[src/rtl/mote_engine_sequencer.sv]
// mote_engine_sequencer
//   Feeds samples into a windowed statistics engine (average / std dev).
//   After a flush it counts samples until the engine window is full. Each
//   accepted sample is tagged, and the tag travels alongside the engine's
//   fixed latency. Only results computed over a full window are forwarded.
//
// Ports
//   i_CLK           sole clock, rising edge
//   i_RESET         synchronous reset, active low
//   i_smp_VALID     source presents a sample
//   i_smp_DATA      sample value
//   o_smp_READY     sample accepted this cycle when VALID is also high
//   i_MODE_SEL      00 avg, 01 std dev, 10 alternate per accept, 11 = 00
//   i_FLUSH         single-cycle request to clear the engine window
//   o_eng_RESET     active-high engine reset
//   o_eng_ENABLE    engine sample strobe
//   o_eng_MODE      0 avg, 1 std dev
//   o_eng_DATA      sample to the engine
//   i_eng_RESULT    engine result, LATENCY cycles after its sample
//   o_rsp_VALID     one-cycle result strobe
//   o_rsp_MODE      mode that produced o_rsp_RESULT
//   o_rsp_RESULT    captured engine result
//   o_WARM          window holds WINDOW samples since the last flush
module mote_engine_sequencer #(
  parameter int DATA_W  = 12,
  parameter int WINDOW  = 16,
  parameter int LATENCY = 4
) (
  input  logic              i_CLK,
  input  logic              i_RESET,
  input  logic              i_smp_VALID,
  input  logic [DATA_W-1:0] i_smp_DATA,
  output logic              o_smp_READY,
  input  logic [1:0]        i_MODE_SEL,
  input  logic              i_FLUSH,
  output logic              o_eng_RESET,
  output logic              o_eng_ENABLE,
  output logic              o_eng_MODE,
  output logic [DATA_W-1:0] o_eng_DATA,
  input  logic [DATA_W-1:0] i_eng_RESULT,
  output logic              o_rsp_VALID,
  output logic              o_rsp_MODE,
  output logic [DATA_W-1:0] o_rsp_RESULT,
  output logic              o_WARM
);

  localparam int CNT_W = $clog2(WINDOW + 1);

  typedef enum logic [1:0] {
    ST_FLUSH = 2'd0,
    ST_FILL  = 2'd1,
    ST_RUN   = 2'd2
  } state_t;

  state_t             state_reg;
  logic [CNT_W-1:0]   fill_cnt_reg;
  logic               alt_reg;
  logic               rsp_valid_reg;
  logic               rsp_mode_reg;
  logic [DATA_W-1:0]  rsp_result_reg;

  logic               ready;
  logic               accept;
  logic               accept_mode;
  logic               last_fill;
  logic               tag_warm;
  logic [2:0]         tag_in;     // {valid, mode, warm}
  logic [2:0]         tap;
  logic               pipe_clear;
  logic               tap_fire;

  assign ready     = i_RESET && (state_reg != ST_FLUSH) && !i_FLUSH;
  assign accept    = i_smp_VALID && ready;
  assign last_fill = (state_reg == ST_FILL) && (fill_cnt_reg == CNT_W'(WINDOW - 1));
  // A sample is warm if it completes the window or arrives after it is full.
  assign tag_warm  = (state_reg == ST_RUN) || last_fill;

  always_comb begin
    accept_mode = 1'b0;
    case (i_MODE_SEL)
      2'b01:   accept_mode = 1'b1;
      2'b10:   accept_mode = alt_reg;
      default: accept_mode = 1'b0;
    endcase
  end

  assign tag_in = accept ? {1'b1, accept_mode, tag_warm} : 3'b000;

  // Flush request, flush state and reset all drop every in-flight tag.
  assign pipe_clear = !i_RESET || i_FLUSH || (state_reg == ST_FLUSH);

  // Tag pipeline, one register per engine latency stage.
  generate
    for (genvar gi = 0; gi < LATENCY; gi++) begin : g_pipe
      logic [2:0] stage_reg;
      if (gi == 0) begin : g_head
        always_ff @(posedge i_CLK) begin
          if (pipe_clear) stage_reg <= 3'b000;
          else            stage_reg <= tag_in;
        end
      end else begin : g_body
        always_ff @(posedge i_CLK) begin
          if (pipe_clear) stage_reg <= 3'b000;
          else            stage_reg <= g_pipe[gi-1].stage_reg;
        end
      end
    end
  endgenerate

  assign tap      = g_pipe[LATENCY-1].stage_reg;
  // A result being captured in the same cycle as a flush request is in flight too.
  assign tap_fire = tap[2] && tap[0] && !i_FLUSH;

  always_ff @(posedge i_CLK) begin
    if (!i_RESET) begin
      state_reg      <= ST_FLUSH;
      fill_cnt_reg   <= '0;
      alt_reg        <= 1'b0;
      rsp_valid_reg  <= 1'b0;
      rsp_mode_reg   <= 1'b0;
      rsp_result_reg <= '0;
    end else begin
      rsp_valid_reg <= tap_fire;
      if (tap_fire) begin
        rsp_mode_reg   <= tap[1];
        rsp_result_reg <= i_eng_RESULT;
      end

      // Alternate mode only advances on samples actually taken in that mode.
      if (accept && (i_MODE_SEL == 2'b10)) alt_reg <= ~alt_reg;

      if (i_FLUSH) begin
        state_reg <= ST_FLUSH;
      end else begin
        case (state_reg)
          ST_FLUSH: begin
            fill_cnt_reg <= '0;
            alt_reg      <= 1'b0;
            state_reg    <= ST_FILL;
          end
          ST_FILL: begin
            if (accept) begin
              fill_cnt_reg <= fill_cnt_reg + 1'b1;
              if (last_fill) state_reg <= ST_RUN;
            end
          end
          ST_RUN:  state_reg <= ST_RUN;
          default: state_reg <= ST_FLUSH;
        endcase
      end
    end
  end

  assign o_smp_READY  = ready;
  assign o_eng_RESET  = !i_RESET || (state_reg == ST_FLUSH);
  assign o_eng_ENABLE = accept;
  assign o_eng_MODE   = accept && accept_mode;
  assign o_eng_DATA   = accept ? i_smp_DATA : '0;
  assign o_rsp_VALID  = i_RESET && rsp_valid_reg;
  assign o_rsp_MODE   = i_RESET && rsp_mode_reg;
  assign o_rsp_RESULT = i_RESET ? rsp_result_reg : '0;
  assign o_WARM       = i_RESET && (state_reg == ST_RUN);

endmodule

[config.mk]
export PLATFORM = sky130hd
export DESIGN_NAME = mote_engine_sequencer
export DESIGN_NICKNAME = d
export VERILOG_FILES = /design/src/rtl/mote_engine_sequencer.sv
export SDC_FILE = /design/constraint.sdc
export NUM_CORES = 1
export LEC_CHECK = 0
export CAP_MARGIN = 25
export CORE_MARGIN = 2
export CORE_UTILIZATION = 43
export DETAILED_ROUTE_END_ITERATION = 8
export HOLD_SLACK_MARGIN = 0.1
export PLACE_DENSITY = 0.79
export REMOVE_ABC_BUFFERS = 1
export SETUP_SLACK_MARGIN = 0.02
export SLEW_MARGIN = 10
export SYNTH_ARGS = -nofsm -noshare
export SYNTH_HDL_FRONTEND = slang
export SYNTH_SLANG_ARGS = --single-unit
[constraint.sdc]
create_clock -name i_CLK -period 2.3 [get_ports i_CLK]
set_clock_uncertainty 0.05 [all_clocks]
set_input_delay 0.46 -clock i_CLK [delete_from_list [all_inputs] [get_ports i_CLK]]
set_output_delay 0.46 -clock i_CLK [all_outputs]
set_load 0.05 [all_outputs]
# == After elaboration in Yosys (flattened, before gate mapping) ==
# Cells that the tools add are included.
# W data, S select, Z words.
# op_classes
n_bitwise,4
mux,12
addsub,1
n_reduce_logical,24
eq_ne,7
# op_table
cell,n
$mux W12,2
$logic_and A1 B1 Y1,11
$pmux W5 S2,1
$pmux W2 S3,1
$add A5 B1 Y5 const B,1
$eq A5 B4 Y1 const B,1
$mux W5,1
$eq A2 B1 Y1 const B,2
$eq A2 B2 Y1 const B,2
$logic_or A1 B1 Y1,4
$mux W2,2
$ne A2 B2 Y1 const B,2
$not A1 Y1,4
$reduce_bool A2 Y1,2
$reduce_or A2 Y1,2
$mux W1,3
$mux W3,1
$reduce_and A3 Y1,1
$logic_not A1 Y1,2
$logic_not A2 Y1,1
$pmux W1 S2,1
$reduce_and A2 Y1,1
# totals
regBits,34
input_bits,30
out_inout_bits,31
word_cells,59

# == Depth between registers and ports, before layout ==
# Gate-level depths: netlist of the first run.
# logic_depth
ltp_word,8
mapped_depth,7

# == Least setup slack after synthesis of the first run ==
# OpenSTA, ideal clock, no wires.
# synth_timing
path_kind,register -> output
startpoint,register state_reg[0]
endpoint,output port o_eng_MODE
n_path_buf,0
stages_incl_launch_ff,6
slack_ps,-273
t_arrival_ps,2063
required_time_ps,1790
cell_sequence,dfxtp_1 inv_1 ha_1 nor3b_2 nand2_2 nor3_1
# synth_via
elab_chain_cells,5
# synth_lines
element,line,source
start: declaration,55,state_t state_reg;
start signal: assignment,116,state_reg <= ST_FLUSH;
start signal: assignment,133,state_reg <= ST_FLUSH;
start signal: assignment,139,state_reg <= ST_FILL;
$reduce_bool A2 Y1,72,assign ready = i_RESET && (state_reg != ST_FLUSH) && !i_FLUSH;
$logic_and A1 B1 Y1 (2 in series),72,
$logic_and A1 B1 Y1,73,assign accept = i_smp_VALID && ready;
$logic_and A1 B1 Y1,157,assign o_eng_MODE = accept && accept_mode;
end: declaration,38,"output logic o_eng_MODE,"
# No other way between the ends.

# == Worst setup path in the final report of the first run ==
# layout_timing
startpoint,register state_reg[1]
endpoint,output port o_eng_DATA[6]
# layout_via
elab_chain_cells,5
# layout_lines
element,line,source
$reduce_bool A2 Y1,72,
$logic_and A1 B1 Y1 (2 in series),72,
$logic_and A1 B1 Y1,73,
$mux W12,158,assign o_eng_DATA = accept ? i_smp_DATA : '0;
end: declaration,39,"output logic [DATA_W-1:0] o_eng_DATA,"
# No other way between the ends.

==> results of run 1 <==
[worst min-delay path by stage]
stage	startpoint	end	slack, ns
6_report	g_pipe[0].stage_reg[0]	g_pipe[1].stage_reg[0]	0.39
5_1_grt	g_pipe[0].stage_reg[0]	g_pipe[1].stage_reg[0]	0.41
4_1_cts	g_pipe[0].stage_reg[0]	g_pipe[1].stage_reg[0]	0.39
3_5_place_dp	g_pipe[1].stage_reg[0]	g_pipe[2].stage_reg[0]	0.37
3_3_place_gp	g_pipe[1].stage_reg[1]	g_pipe[2].stage_reg[1]	0.36
2_1_floorplan	g_pipe[0].stage_reg[0]	g_pipe[1].stage_reg[0]	0.36
[worst register-to-register path, cell delays in order, from the launching register on]
cell and delay (ns):
sky130_fd_sc_hd__dfxtp_2 0.38, sky130_fd_sc_hd__inv_4 0.06, sky130_fd_sc_hd__ha_4 0.18, sky130_fd_sc_hd__nor3b_4 0.26
sky130_fd_sc_hd__nand2_4 0.15, sky130_fd_sc_hd__inv_8 0.10, sky130_fd_sc_hd__buf_6 0.13, sky130_fd_sc_hd__nand2_1 0.09
sky130_fd_sc_hd__o221a_2 0.27
[Yosys cell counts (3+ instances only)]
library cell | instances | area [sq um]
sky130_fd_sc_hd__dfxtp_1 | 34 | 680.7
sky130_fd_sc_hd__nand3_1 | 6 | 30.03
sky130_fd_sc_hd__o22a_1 | 13 | 113.9
sky130_fd_sc_hd__a21oi_1 | 4 | 20.02
sky130_fd_sc_hd__nand3b_1 | 3 | 22.52
sky130_fd_sc_hd__inv_1 | 8 | 30.03
sky130_fd_sc_hd__buf_2 | 7 | 35.03
sky130_fd_sc_hd__ha_1 | 8 | 100.1
sky130_fd_sc_hd__nand4b_1 | 4 | 35.03
sky130_fd_sc_hd__mux2i_1 | 4 | 40.04
sky130_fd_sc_hd__and2_1 | 36 | 225.2
[kinds of logic after synthesis]
logic type / Yosys count
flip-flops: 34
AND/OR/NAND/NOR: 68
buffers and inverters: 19
adder cells (fa/ha/maj): 8
multiplexers: 4
AO/OA/AOI/OAI: 26
[what timing repair did]
action / CTS / global route
pin swaps: 2 / 16
cloned: 1 / 0
endpoints found under the setup margin: 14 / 14
gates resized for setup: 24 / 7
hold endpoints to repair: 0 / 0
setup buffers: 2 / 4
[metal layers]
layer  share of wire  vias to the layer above  GRT usage
met5               0                        -          0
met4           0.027                        0    0.07979
met3           0.062                       14    0.06338
met2            0.54                       58     0.4076
met1            0.37                      654     0.2078
li1                -                      690          -
[through the flow]
step | instance area, sq um | hold WS, ns | util
floorplan | 1509 | 0.3557 | -
global placement | 2515 | 0.3586 | 0.7363
detailed placement | 2515 | 0.3654 | 0.7363
CTS | 2695 | 0.3897 | 0.7890
global route | 2751 | 0.4104 | 0.8055
finish | 2751 | 0.3851 | 0.8055
[power groups by stage]
stage	clock [mW]	combinational, mW	sequential, mW
after floorplan	0	0.0809	0.613
after global placement	0	0.179	0.614
after detailed placement	0	0.187	0.615
after CTS	0.453	0.207	0.602
after global routing	0.484	0.235	0.604
final	0.439	0.220	0.602
[cell type report]
| type | instances | area [sq um] |
|---|---|---|
| timing repair buffer | 71 | 1002 |
| inverter | 9 | 43.79 |
| tap | 46 | 57.56 |
| clock inverter | 1 | 30.03 |
| multi-input combinational | 106 | 874.6 |
| timing repair inverter | 1 | 8.758 |
| clock buffer | 6 | 51.30 |
| fill | 199 | 664.4 |
| sequential | 34 | 683.2 |
==> results.py, run 1 <==
metrics = {
    "run_status": {
        "status": "completed",
    },
    "power_and_ir_drop": {
        "leakage_nw": 1.164,
        "power.combinational.fraction": 0.175,
        "total_power_mw": 1.262,
        "clock_power_share": 0.348,
        "switching_power_mw": 0.2917,
        "sw_frac": 0.2311,
        "vdd_drop_max_v": 0.0003597,
        "cellInternalPower_mw": 0.9706,
        "power.sequential.fraction": 0.477,
        "power-per-cell-area_nw_per_um2": 458.8,
    },
    "sta": {
        "worst_pin_slew_ns": 0.5495,
        "final_period_minus_worst_setup_slack_ns": 2.247,
        "layout_worst_path_cycle_share": 0.9769,
        "max-slew-margin-rel": 0.6326,
        "timing.final.hold_violations": 0,
        "finalSetupTns_ns": 0,
        "timing.fmax_ghz": 0.4450,
        "postLayoutSetupSlackWorst_ns": 0.05303,
        "slew_viol_final": 0,
        "rsz0062_at_grt": "yes",
        "setup_viol_count_final": 0,
    },
    "worst_hold_path": {
        "path_type_of_the_worst_min_delay_path": "reg -> reg",
        "cells_on_worst_hold_path": 1,
    },
    "setup_path": {
        "timing.critical_path.from": "state_reg[1]",
        "timing.reg2reg.worst_path_depth": 8,
        "critical_path.startpoint_type": "flop",
        "cp.required_ns": 1.79,
        "critPathKind": "reg -> out",
        "cp.depth": 7,
        "critical_path_destination": "o_eng_DATA[6]",
        "critical_path.n_buffers_inverters": 3,
        "largest_fanout_on_the_critical_path": 7,
        "cp_cell_sequence": "inv_4, ha_4, nor3b_4, nand2_4, inv_8, and2_4, buf_12",
        "cpLargestDelayFamily": "simple AND/OR/NAND/NOR gates",
        "cp.arrival_ns": 1.74,
        "crit_path_top_delay_cell": "sky130_fd_sc_hd__dfxtp_2",
        "end_kind": "primary output",
        "reg2reg_from": "state_reg[1]",
        "rr_endpoint": "fill_cnt_reg[1]",
        "regToRegSetupSlack_ns": 0.54,
        "critical_path.max_stage_delay_ns": 0.38,
    },
    "drt": {
        "drt.antenna.violating_nets": 0,
        "average_detailed_routed_wire_length_per_instance_um": 15.07,
        "drcViolationCount": 0,
        "routed_wirelength_um": 4129,
        "dr.first_iter.drc_count": 43,
        "detailedRoute.firstPassIterationCount": 4,
        "route.vias.total": 1416,
        "vias_per_cell": 5.168,
    },
    "grt": {
        "grt_antenna_before_repair": 0,
        "grt_overflow_total": 0,
        "track_usage": 0.2109,
        "grt_pass1_wl_um": 6720,
        "first_global_vias": 1497,
        "largest_net_degree_at_the_start_of_global_routing": 30,
    },
    "yosys": {
        "syn-cell-area_sq_um": 1559,
        "synth-edff-count": 0,
        "netlist-cell-type-count": 36,
        "synth_compound_gate_area_share": 0.1356,
        "synthXorXnorAreaFrac": 0,
        "postSynth.asyncResetShare": 0,
        "synth_area_per_cell_sq_um": 9.805,
        "synth_top_family_by_area": "simple AND/OR/NAND/NOR gates",
        "synth.ff_latch_count": 34,
        "synth_fa_ha_area_frac": 0.06421,
        "yosys_warnings": 0,
        "synth_top_flop_cell": "sky130_fd_sc_hd__dfxtp_1",
        "syn_inst": 159,
        "seq_area_frac_synth": 0.4366,
        "synth-simple-area-share": 0.2833,
        "synth_mux_area_frac": 0.02568,
    },
    "final_layout": {
        "drive_gt1_frac": 0.3289,
        "cell_count_final_fillers_out": 274,
        "final_nets": 266,
        "antenna_cells": 0,
        "layout_common_cells": "32 x sky130_fd_sc_hd__dfxtp_1, 31 x sky130_fd_sc_hd__buf_12, 27 x sky130_fd_sc_hd__clkdlybuf4s50_1, 24 x sky130_fd_sc_hd__and2_1",
        "layout-area-overhead-vs-synth_pct": 76.48,
        "mostFrequentLayoutCell": "sky130_fd_sc_hd__dfxtp_1",
    },
    "clock_tree": {
        "cts_tree": "done",
        "htreeDepth": 2,
        "cts_made_buffers": 5,
        "clock-sinks": 34,
        "clkLatencyLatePin_ns": 0.33,
        "cts_hold_repair.buffers": 0,
        "clockBufferDepth": 2,
        "cts.reportedPaths.clkPinSlew_ns": 0.10,
        "root_buffer_cell": "sky130_fd_sc_hd__clkbuf_4",
    },
    "placed_design": {
        "hpwlAfterDp_um": 2973,
        "place_worst_setup_slack_ns": -0.04798,
        "dpl.cell_count": 260,
        "port-buffer-count": 60,
        "gp_routability_congestion": 0.7220,
    },
    "floorplan": {
        "rows": 21,
        "design.die.area_sq_um": 4123,
        "initial_utilization": 0.4564,
        "area_of_the_core_sq_um": 3416,
        "die_outline_width_um": 64.21,
        "floorplan.die.height_um": 64.21,
        "io-pin-count": 61,
    },
    "flow_run": {
        "max_cap_violations": 0,
    },
}
(Power assumes the default switching activity.)
==> run 2: changes to the inputs <==
--- a/config.mk
+++ b/config.mk
@@ -6,13 +6,13 @@
 export NUM_CORES = 1
 export LEC_CHECK = 0
 export CAP_MARGIN = 25
-export CORE_MARGIN = 2
 export CORE_UTILIZATION = 43
 export DETAILED_ROUTE_END_ITERATION = 8
 export HOLD_SLACK_MARGIN = 0.1
 export PLACE_DENSITY = 0.79
 export REMOVE_ABC_BUFFERS = 1
 export SETUP_SLACK_MARGIN = 0.02
+export SKIP_LAST_GASP = 1
 export SLEW_MARGIN = 10
 export SYNTH_ARGS = -nofsm -noshare
 export SYNTH_HDL_FRONTEND = slang
==> run 2 against run 1 <==
Against the previous run: combinational power hardly changed; sequential power hardly changed; die area is 6.1% lower; highest routed layer unchanged; via count is 1.4% lower; routed wire length is 4.8% lower; largest power group unchanged; sequential share of layout area is 0.47 points higher; non-clock buffer count stayed put; first-iteration DRC count is 53% higher; worst setup slack better by 0.0041 ns.
==> results.py, run 2 (synthesized netlist as in run 1, its figures left out) <==
metrics = {
    "floorplan": {
        "design.die.area_sq_um": 3870,
        "area_of_the_core_sq_um": 3416,
        "io-pin-count": 61,
        "die_outline_width_um": 62.21,
        "rows": 21,
        "floorplan.die.height_um": 62.21,
        "initial_utilization": 0.4564,
    },
    "drt": {
        "drcViolationCount": 0,
        "drt.antenna.violating_nets": 0,
        "dr.first_iter.drc_count": 66,
        "average_detailed_routed_wire_length_per_instance_um": 14.35,
        "route.vias.total": 1396,
        "vias_per_cell": 5.095,
        "routed_wirelength_um": 3932,
        "detailedRoute.firstPassIterationCount": 4,
    },
    "power_and_ir_drop": {
        "switching_power_mw": 0.3049,
        "cellInternalPower_mw": 0.8629,
        "vdd_drop_max_v": 0.0003712,
        "sw_frac": 0.2611,
        "leakage_nw": 1.132,
        "power.combinational.fraction": 0.187,
        "power-per-cell-area_nw_per_um2": 430.9,
        "clock_power_share": 0.298,
        "power.sequential.fraction": 0.515,
    },
    "sta": {
        "postLayoutSetupSlackWorst_ns": 0.05710,
        "timing.fmax_ghz": 0.4459,
        "max-slew-margin-rel": 0.6661,
        "layout_worst_path_cycle_share": 0.9752,
        "timing.final.hold_violations": 0,
        "rsz0062_at_grt": "yes",
        "slew_viol_final": 0,
        "worst_pin_slew_ns": 0.4993,
        "finalSetupTns_ns": 0,
        "setup_viol_count_final": 0,
        "final_period_minus_worst_setup_slack_ns": 2.243,
    },
    "clock_tree": {
        "cts_made_buffers": 5,
        "cts.reportedPaths.clkPinSlew_ns": 0.11,
        "clkLatencyLatePin_ns": 0.34,
        "root_buffer_cell": "sky130_fd_sc_hd__clkbuf_4",
        "cts_hold_repair.buffers": 0,
        "clockBufferDepth": 2,
        "htreeDepth": 2,
        "clock-sinks": 34,
        "cts_tree": "done",
    },
    "final_layout": {
        "mostFrequentLayoutCell": "sky130_fd_sc_hd__dfxtp_1",
        "layout_common_cells": "32 x sky130_fd_sc_hd__dfxtp_1, 31 x sky130_fd_sc_hd__buf_12, 27 x sky130_fd_sc_hd__clkdlybuf4s50_1, 24 x sky130_fd_sc_hd__and2_1",
        "final_nets": 265,
        "drive_gt1_frac": 0.3289,
        "antenna_cells": 0,
        "stdcell_area_sq_um": 2710,
        "layout-area-overhead-vs-synth_pct": 73.84,
        "layout.core_utilization": 0.7934,
    },
    "setup_path": {
        "cp.required_ns": 1.79,
        "largest_fanout_on_the_critical_path": 3,
        "timing.reg2reg.worst_path_depth": 6,
        "critPathKind": "reg -> out",
        "critical_path.max_stage_delay_ns": 0.38,
        "reg2reg_from": "state_reg[1]",
        "critical_path.startpoint_type": "flop",
        "rr_endpoint": "fill_cnt_reg[3]",
        "cp_cell_sequence": "inv_4, ha_4, nor3b_4, nand2_2, nor3_2, buf_4, buf_12",
        "cp.arrival_ns": 1.73,
        "end_kind": "primary output",
        "crit_path_top_delay_cell": "sky130_fd_sc_hd__dfxtp_4",
        "regToRegSetupSlack_ns": 0.45,
    },
    "worst_hold_path": {
        "min_delay_worst_endpoint": "g_pipe[1].stage_reg[1]",
        "cells_on_worst_hold_path": 1,
        "origin_of_the_worst_min_delay_path": "g_pipe[0].stage_reg[1]",
        "path_type_of_the_worst_min_delay_path": "reg -> reg",
    },
    "grt": {
        "grt_pass1_wl_um": 6582,
        "grt_antenna_before_repair": 0,
        "grt_overflow_total": 0,
        "largest_net_degree_at_the_start_of_global_routing": 30,
        "track_usage": 0.2169,
        "first_global_vias": 1374,
    },
    "placed_design": {
        "total_cell_area_at_the_placement_stage_sq_um": 2515,
        "port-buffer-count": 60,
        "hpwlAfterDp_um": 2932,
        "place_worst_setup_slack_ns": -0.01924,
        "gp_routability_congestion": 0.7375,
    },
    "flow_run": {
        "max_cap_violations": 0,
    },
    "run_status": {
        "status": "completed",
    },
}
run 2: worst max-delay path by stage:
stage | slack [ns] | cells after the start | endpoint | startpoint
CTS | 0.02 | 6 | o_eng_MODE | i_RESET
global route | -0.004 | 7 | o_eng_MODE | state_reg[1]
detailed placement | -0.02 | 6 | o_eng_DATA[0] | i_RESET
global placement | 0.03 | 6 | o_eng_DATA[0] | i_RESET
finish | 0.06 | 7 | o_eng_MODE | state_reg[1]
floorplan | -1.08 | 5 | o_eng_MODE | state_reg[0]
run 2: layer usage:
metal	share of wire	GRT usage	vias up
met2	0.51	0.3819	56
met4	0.0099	0.06105	0
li1	-	-	689
met5	0	0	-
met3	0.067	0.06985	6
met1	0.41	0.2503	645
run 2: cell type report:
type,count,area (sq um)
timing repair buffer,71,998.5
inverter,9,41.29
clock inverter,2,12.51
sequential,34,685.7
clock buffer,6,51.30
fill,215,705.7
tap,46,57.56
multi-input combinational,106,863.3
run 2: stage by stage:
step                      std cells  total power, mW  hold WS (ns)
after detailed placement        260           0.8032        0.3612
after global routing            274            1.223        0.3977
final                           274            1.168        0.3845
after global placement          260           0.7932        0.3585
after floorplan                 149           0.6943        0.3557
after CTS                       270            1.170        0.3859
run 2: critical path: cells and delay by family, from the launching register on:
| family | cells | cell delay, ns |
|---|---|---|
| adder cells (fa/ha/maj) | 1 | 0.17 |
| buffers and inverters | 3 | 0.31 |
| flip-flops | 1 | 0.38 |
| AND/OR/NAND/NOR | 3 | 0.52 |
run 2: power by group through the flow:
stage / sequential, mW / clock [mW] / combinational, mW
finish: 0.601 / 0.348 / 0.218
global route: 0.602 / 0.388 / 0.232
CTS: 0.601 / 0.362 / 0.206
detailed placement: 0.615 / 0 / 0.188
global placement: 0.614 / 0 / 0.179
floorplan: 0.613 / 0 / 0.0809
run 2: repair_timing:
item | CTS | global route
pin swaps | 2 | 3
resized for setup | 12 | 15
buffers inserted | 2 | 4
endpoints found under the setup margin | 14 | 14
